File: src/rtl/reg_file_sb.sv
// 32-entry register file with a per-register busy scoreboard and pending-write counter.
// Define REGFILE_BYPASS_EN to forward the write-back data and busy clear to same-cycle reads.
module reg_file_sb #(
    parameter int unsigned WIDTH = 32
) (
    input  logic             clk,
    input  logic             rst,
    input  logic             RegWrite,
    input  logic [4:0]       writeReg,
    input  logic [WIDTH-1:0] writeData,
    input  logic [4:0]       rs,
    input  logic [4:0]       rt,
    output logic [WIDTH-1:0] readData1,
    output logic [WIDTH-1:0] readData2,
    input  logic             issueValid,
    input  logic [4:0]       issueReg,
    output logic             rsBusy,
    output logic             rtBusy,
    output logic [5:0]       pendingCount
);

    logic [WIDTH-1:0] regs_q [32];
    logic [WIDTH-1:0] regs_d [32];
    logic [31:0]      busy_q;
    logic [31:0]      busy_d;
    logic [5:0]       pending_count_q;
    logic [5:0]       pending_count_d;

    logic wr_en;
    logic iss_en;
    logic set_new;
    logic clr_old;

    always_comb begin
        wr_en  = RegWrite && (writeReg != 5'd0);
        iss_en = issueValid && (issueReg != 5'd0);

        regs_d = regs_q;
        if (wr_en) begin
            regs_d[writeReg] = writeData;
        end
        regs_d[0] = '0;

        // Clear before set so a newer in-flight writer to the same register wins.
        busy_d = busy_q;
        if (wr_en) begin
            busy_d[writeReg] = 1'b0;
        end
        if (iss_en) begin
            busy_d[issueReg] = 1'b1;
        end
        busy_d[0] = 1'b0;

        set_new = iss_en && !busy_q[issueReg];
        clr_old = wr_en && busy_q[writeReg] && !(iss_en && (issueReg == writeReg));

        pending_count_d = pending_count_q;
        if (set_new && !clr_old) begin
            pending_count_d = pending_count_q + 6'd1;
        end else if (clr_old && !set_new) begin
            pending_count_d = pending_count_q - 6'd1;
        end
    end

    always_ff @(posedge clk or posedge rst) begin
        if (rst) begin
            for (int unsigned i = 0; i < 32; i++) begin
                regs_q[i] <= '0;
            end
            busy_q          <= '0;
            pending_count_q <= '0;
        end else begin
            regs_q          <= regs_d;
            busy_q          <= busy_d;
            pending_count_q <= pending_count_d;
        end
    end

    always_comb begin
        readData1 = regs_q[rs];
        readData2 = regs_q[rt];
        rsBusy    = busy_q[rs];
        rtBusy    = busy_q[rt];
`ifdef REGFILE_BYPASS_EN
        // Forwarded reads stay busy only if a newer writer issues in the same cycle.
        if (!rst && wr_en && (writeReg == rs)) begin
            readData1 = writeData;
            rsBusy    = iss_en && (issueReg == rs);
        end
        if (!rst && wr_en && (writeReg == rt)) begin
            readData2 = writeData;
            rtBusy    = iss_en && (issueReg == rt);
        end
`endif
    end

    assign pendingCount = pending_count_q;

endmodule
File: config.mk
export PLATFORM = sky130hd
export DESIGN_NAME = reg_file_sb
export DESIGN_NICKNAME = d
export VERILOG_FILES = /design/src/rtl/reg_file_sb.sv
export SDC_FILE = /design/constraint.sdc
export NUM_CORES = 2
export LEC_CHECK = 0
export ABC_AREA = 0
export ABC_CLOCK_PERIOD_IN_PS = 43700
export BUFFER_PORTS_ARGS = -buffer_cell sky130_fd_sc_hd__buf_2
export CORE_MARGIN = 2
export CORE_UTILIZATION = 30
export CTS_CLUSTER_SIZE = 10
export DETAILED_ROUTE_END_ITERATION = 8
export PLACE_DENSITY = 0.45
export REMOVE_ABC_BUFFERS = 1
export SETUP_SLACK_MARGIN = 0.5
export SYNTH_ARGS = -nofsm -noshare
export SYNTH_HDL_FRONTEND = slang
export SYNTH_SLANG_ARGS = --single-unit
File: constraint.sdc
create_clock -name clk -period 43.7 [get_ports clk]
set_input_delay 4.37 -clock clk [delete_from_list [all_inputs] [get_ports clk]]
set_output_delay 4.37 -clock clk [all_outputs]
set_load 0.01 [all_outputs]
==> flow_summary.yaml <==
logic_synthesis:
  synth_top_area_share_pct: 45.8
  synthesis.instances: 3840
  synth-seq-cells: 1029
  synth_edf_count: 0
  yosys.area.top_type: "dfrtp_1"
  synth_area_sq_um: 56300
  synth_cell_types: 57
  ys_warn_count: 0
  ys_seq_area_share_pct: 45.8
  dominantRegCellSynth: "dfrtp_1"
  avgSynthCellArea_sq_um: 14.7
  yosys-top-cells-area: "dfrtp_1 (46%), mux2_2 (21%), mux4_2 (17%), mux2i_1 (3.7%), a22o_1 (2.7%)"
  async_flop_share_pct: 100
detailed_routing:
  drt_iter0_markers: 2405
  wirelength_mm: 195
  via_per_inst: 5.63
  drcViolationCount: 0
  post_drt_wl_per_cell_um: 30.9
  drtPass1Iterations: 7
  ant_nets: 0
  vias: 35400
power_and_ir_drop:
  irDropWorstVdd_uv: 31.2
  total_power_mw: 2.85
  p_per_area_nw_per_um2: 45.8
  leakage_nw: 26.6
sta:
  rsz0062_at_grt: "false"
  setup_violations: 0
  clock.fmax_mhz: 75.7
  clock_skew_ns: 0.0233
  drv_slew: 0
  finalCritPeriodShare_pct: 30.2
  worst_slew_pin_slew_ns: 1.35
  fin_tns_setup_ns: 0
  layout_min_cycle_time_ns: 13.20
  max-slew-margin-rel_pct: 9.89
  hold_viol: 0
  whs_ns: 0.468
floorplan:
  coreArea_sq_um: 186000
  die-area_sq_um: 191000
  die_h_um: 437
  start_util_pct: 30.3
  die_w_um: 437
  rows: 158
  ioPinCount: 128
clock_network:
  cts_resized: 0
  hold_buffers: 0
  cts_max_level: 3
  cts_tree: "built"
  worst_skew_pair.late_latency_ns: 0.75
  cts_sinks: 1029
  cts_root_buffer: "clkbuf_16"
  cts_setup_buffers: 0
  cts_made_buffers: 121
  clockBufferDepth: 3
  clk_pin_slew_ns: 0.05
final_layout:
  nNetsFinal: 3810
  drive_gt1_share_pct: 49.3
  syn_to_final_growth_pct: 10.8
  layout.cells.non_filler: 6291
  final_util_pct: 33.5
global_routing:
  overflow: 0
  grt_pass1_wl_mm: 282
  met1_usage_pct: 28.0
  grt_pass1_vias: 37000
  globalRouteMet3Util_pct: 2.88
  top_usage_layer: "met2"
  track_usage_pct: 20.2
  gr-usage-met2_pct: 32.9
  antenna_found_initial: 15
  grt_max_degree: 164
min_path:
  hold_path_class: "reg2reg"
  hold_path_depth: 1
setup_path:
  reg2reg_depth: 11
  rrSetupSlack_ns: 40.11
  critPathMaxStageDelay_ns: 0.95
  startpoint: "rs[0]"
  worstSetupPathType: "in2out"
  timing.rr.start: "busy_q[14]"
  crit_fanout: 108
  arrival_ns: 8.83
  crit-reg2reg-capture: "pendingCount[5]"
  cp-end-kind: "output port"
  crit_slowest_cell: "buf_4"
  timing.critical_path.mode_cell: "buf_4"
  endpoint: "readData1[16]"
  setup.worst_path.start_class: "input port"
  worst_ep_required_time_ns: 39.33
  path_cells: "buf_8, buf_12, buf_4, buf_4, mux4_2, mux2i_1, and2_1, o31ai_1, buf_2"
place:
  io_buffers: 127
  hpwl_mm: 105
  gp_congestion: 0.743
  dp_cells: 6105
job:
  drv_cap: 0
run_status:
  status: "completed"
==> how the worst min path moves through the flow <==
stage                          from              end  slack (ns)
floorplan               regs_q[546]      regs_q[546]        0.47
global placement    pendingCount[5]  pendingCount[5]        0.45
detailed placement  pendingCount[5]  pendingCount[5]        0.46
CTS                 pendingCount[5]  pendingCount[5]        0.47
global route        pendingCount[5]  pendingCount[5]        0.49
finish              pendingCount[5]  pendingCount[5]        0.47
==> worst max-delay path, delay by kind of cell <==
family | cells | cell delay (ns)
compound gates | 1 | 0.66
simple gates | 1 | 0.18
mux | 2 | 0.45
buf+inv | 5 | 3.05
==> through the flow <==
| step | instance area, sq um | setup slack (ns) |
|---|---|---|
| after detailed placement | 58800 | 30.21 |
| after floorplan | 54100 | 10.37 |
| after CTS | 62300 | 30.21 |
| final | 62300 | 30.50 |
| after global routing | 62300 | 30.08 |
| after global placement | 58800 | 30.29 |
==> metal layers <==
metal / vias to the layer above / wire length (um)
met1: 19600 / 88200
met3: 262 / 8170
met5: - / 69
met4: 12 / 5250
met2: 857 / 92900
li1: 14700 / -
==> synthesized netlist by cell type, types with 33 or more instances <==
master,n
mux2i_1,207
o22ai_1,70
a22o_1,174
buf_4,33
nand2_1,45
buf_6,42
mux2_2,1047
a211oi_1,55
o31ai_1,56
mux4_2,421
clkbuf_1,185
and2_1,56
buf_2,146
dfrtp_1,1029
o21ai_0,64
==> logic make-up after synthesis <==
kind of cell               share of synthesized area [%]
AOI/OAI and AO/OA                                   6.45
xor gates and xnor gates                           0.125
adders and majority gates                          0.147
buffers and inverters                               3.97
DFF                                                 45.8
muxes                                               41.7
and+or+nand+nor                                     1.86
==> registers in the layout (all words and copies together), names as in the netlist <==
register / cells
busy_q: 31
pendingCount: 6
regs_q: 992
==> power breakdown <==
part,switching (mW),leakage [nW],internal [mW],total [mW]
sequential,0.141,13.1,1.14,1.28
clock,0.409,1.73,0.538,0.948
combinational,0.256,11.7,0.363,0.620
total,0.807,26.6,2.05,2.85
==> cell type report <==
type / count / area, sq um
inverters: 12 / 52.6
well taps: 2480 / 3100
flip-flops and latches: 1029 / 25700
repair buffers: 202 / 1350
clock buffers: 169 / 3420
fillers: 18200 / 124000
diodes: 7 / 17.5
multi-input cells: 2382 / 28500
clock inverters: 10 / 101
==> cells in the final DEF, fill, tap and decap left out, types with 5 or more instances in the layout <==
cell type  instances
a211o_1           12
a211oi_1          55
a22o_1           174
a22oi_1           11
a32o_1             5
and2_1            55
buf_12             7
buf_2            117
buf_4             72
clkbuf_1          28
clkbuf_16        122
clkbuf_8          19
clkinv_2           7
dfrtp_1         1029
diode_2            7
ha_1               5
inv_1              9
mux2_1            10
mux2_2          1047
mux2i_1          207
mux4_2           421
nand2_1           31
nand2_2            6
nand2_4           11
nand2b_1           5
nor2_1            15
nor2_4            18
nor2b_1           10
nor2b_4            6
o21ai_0           64
o21ai_1           30
o22ai_1           70
o31ai_1           56
xnor2_1            6
Note: power is estimated with default switching activity, not from simulation.
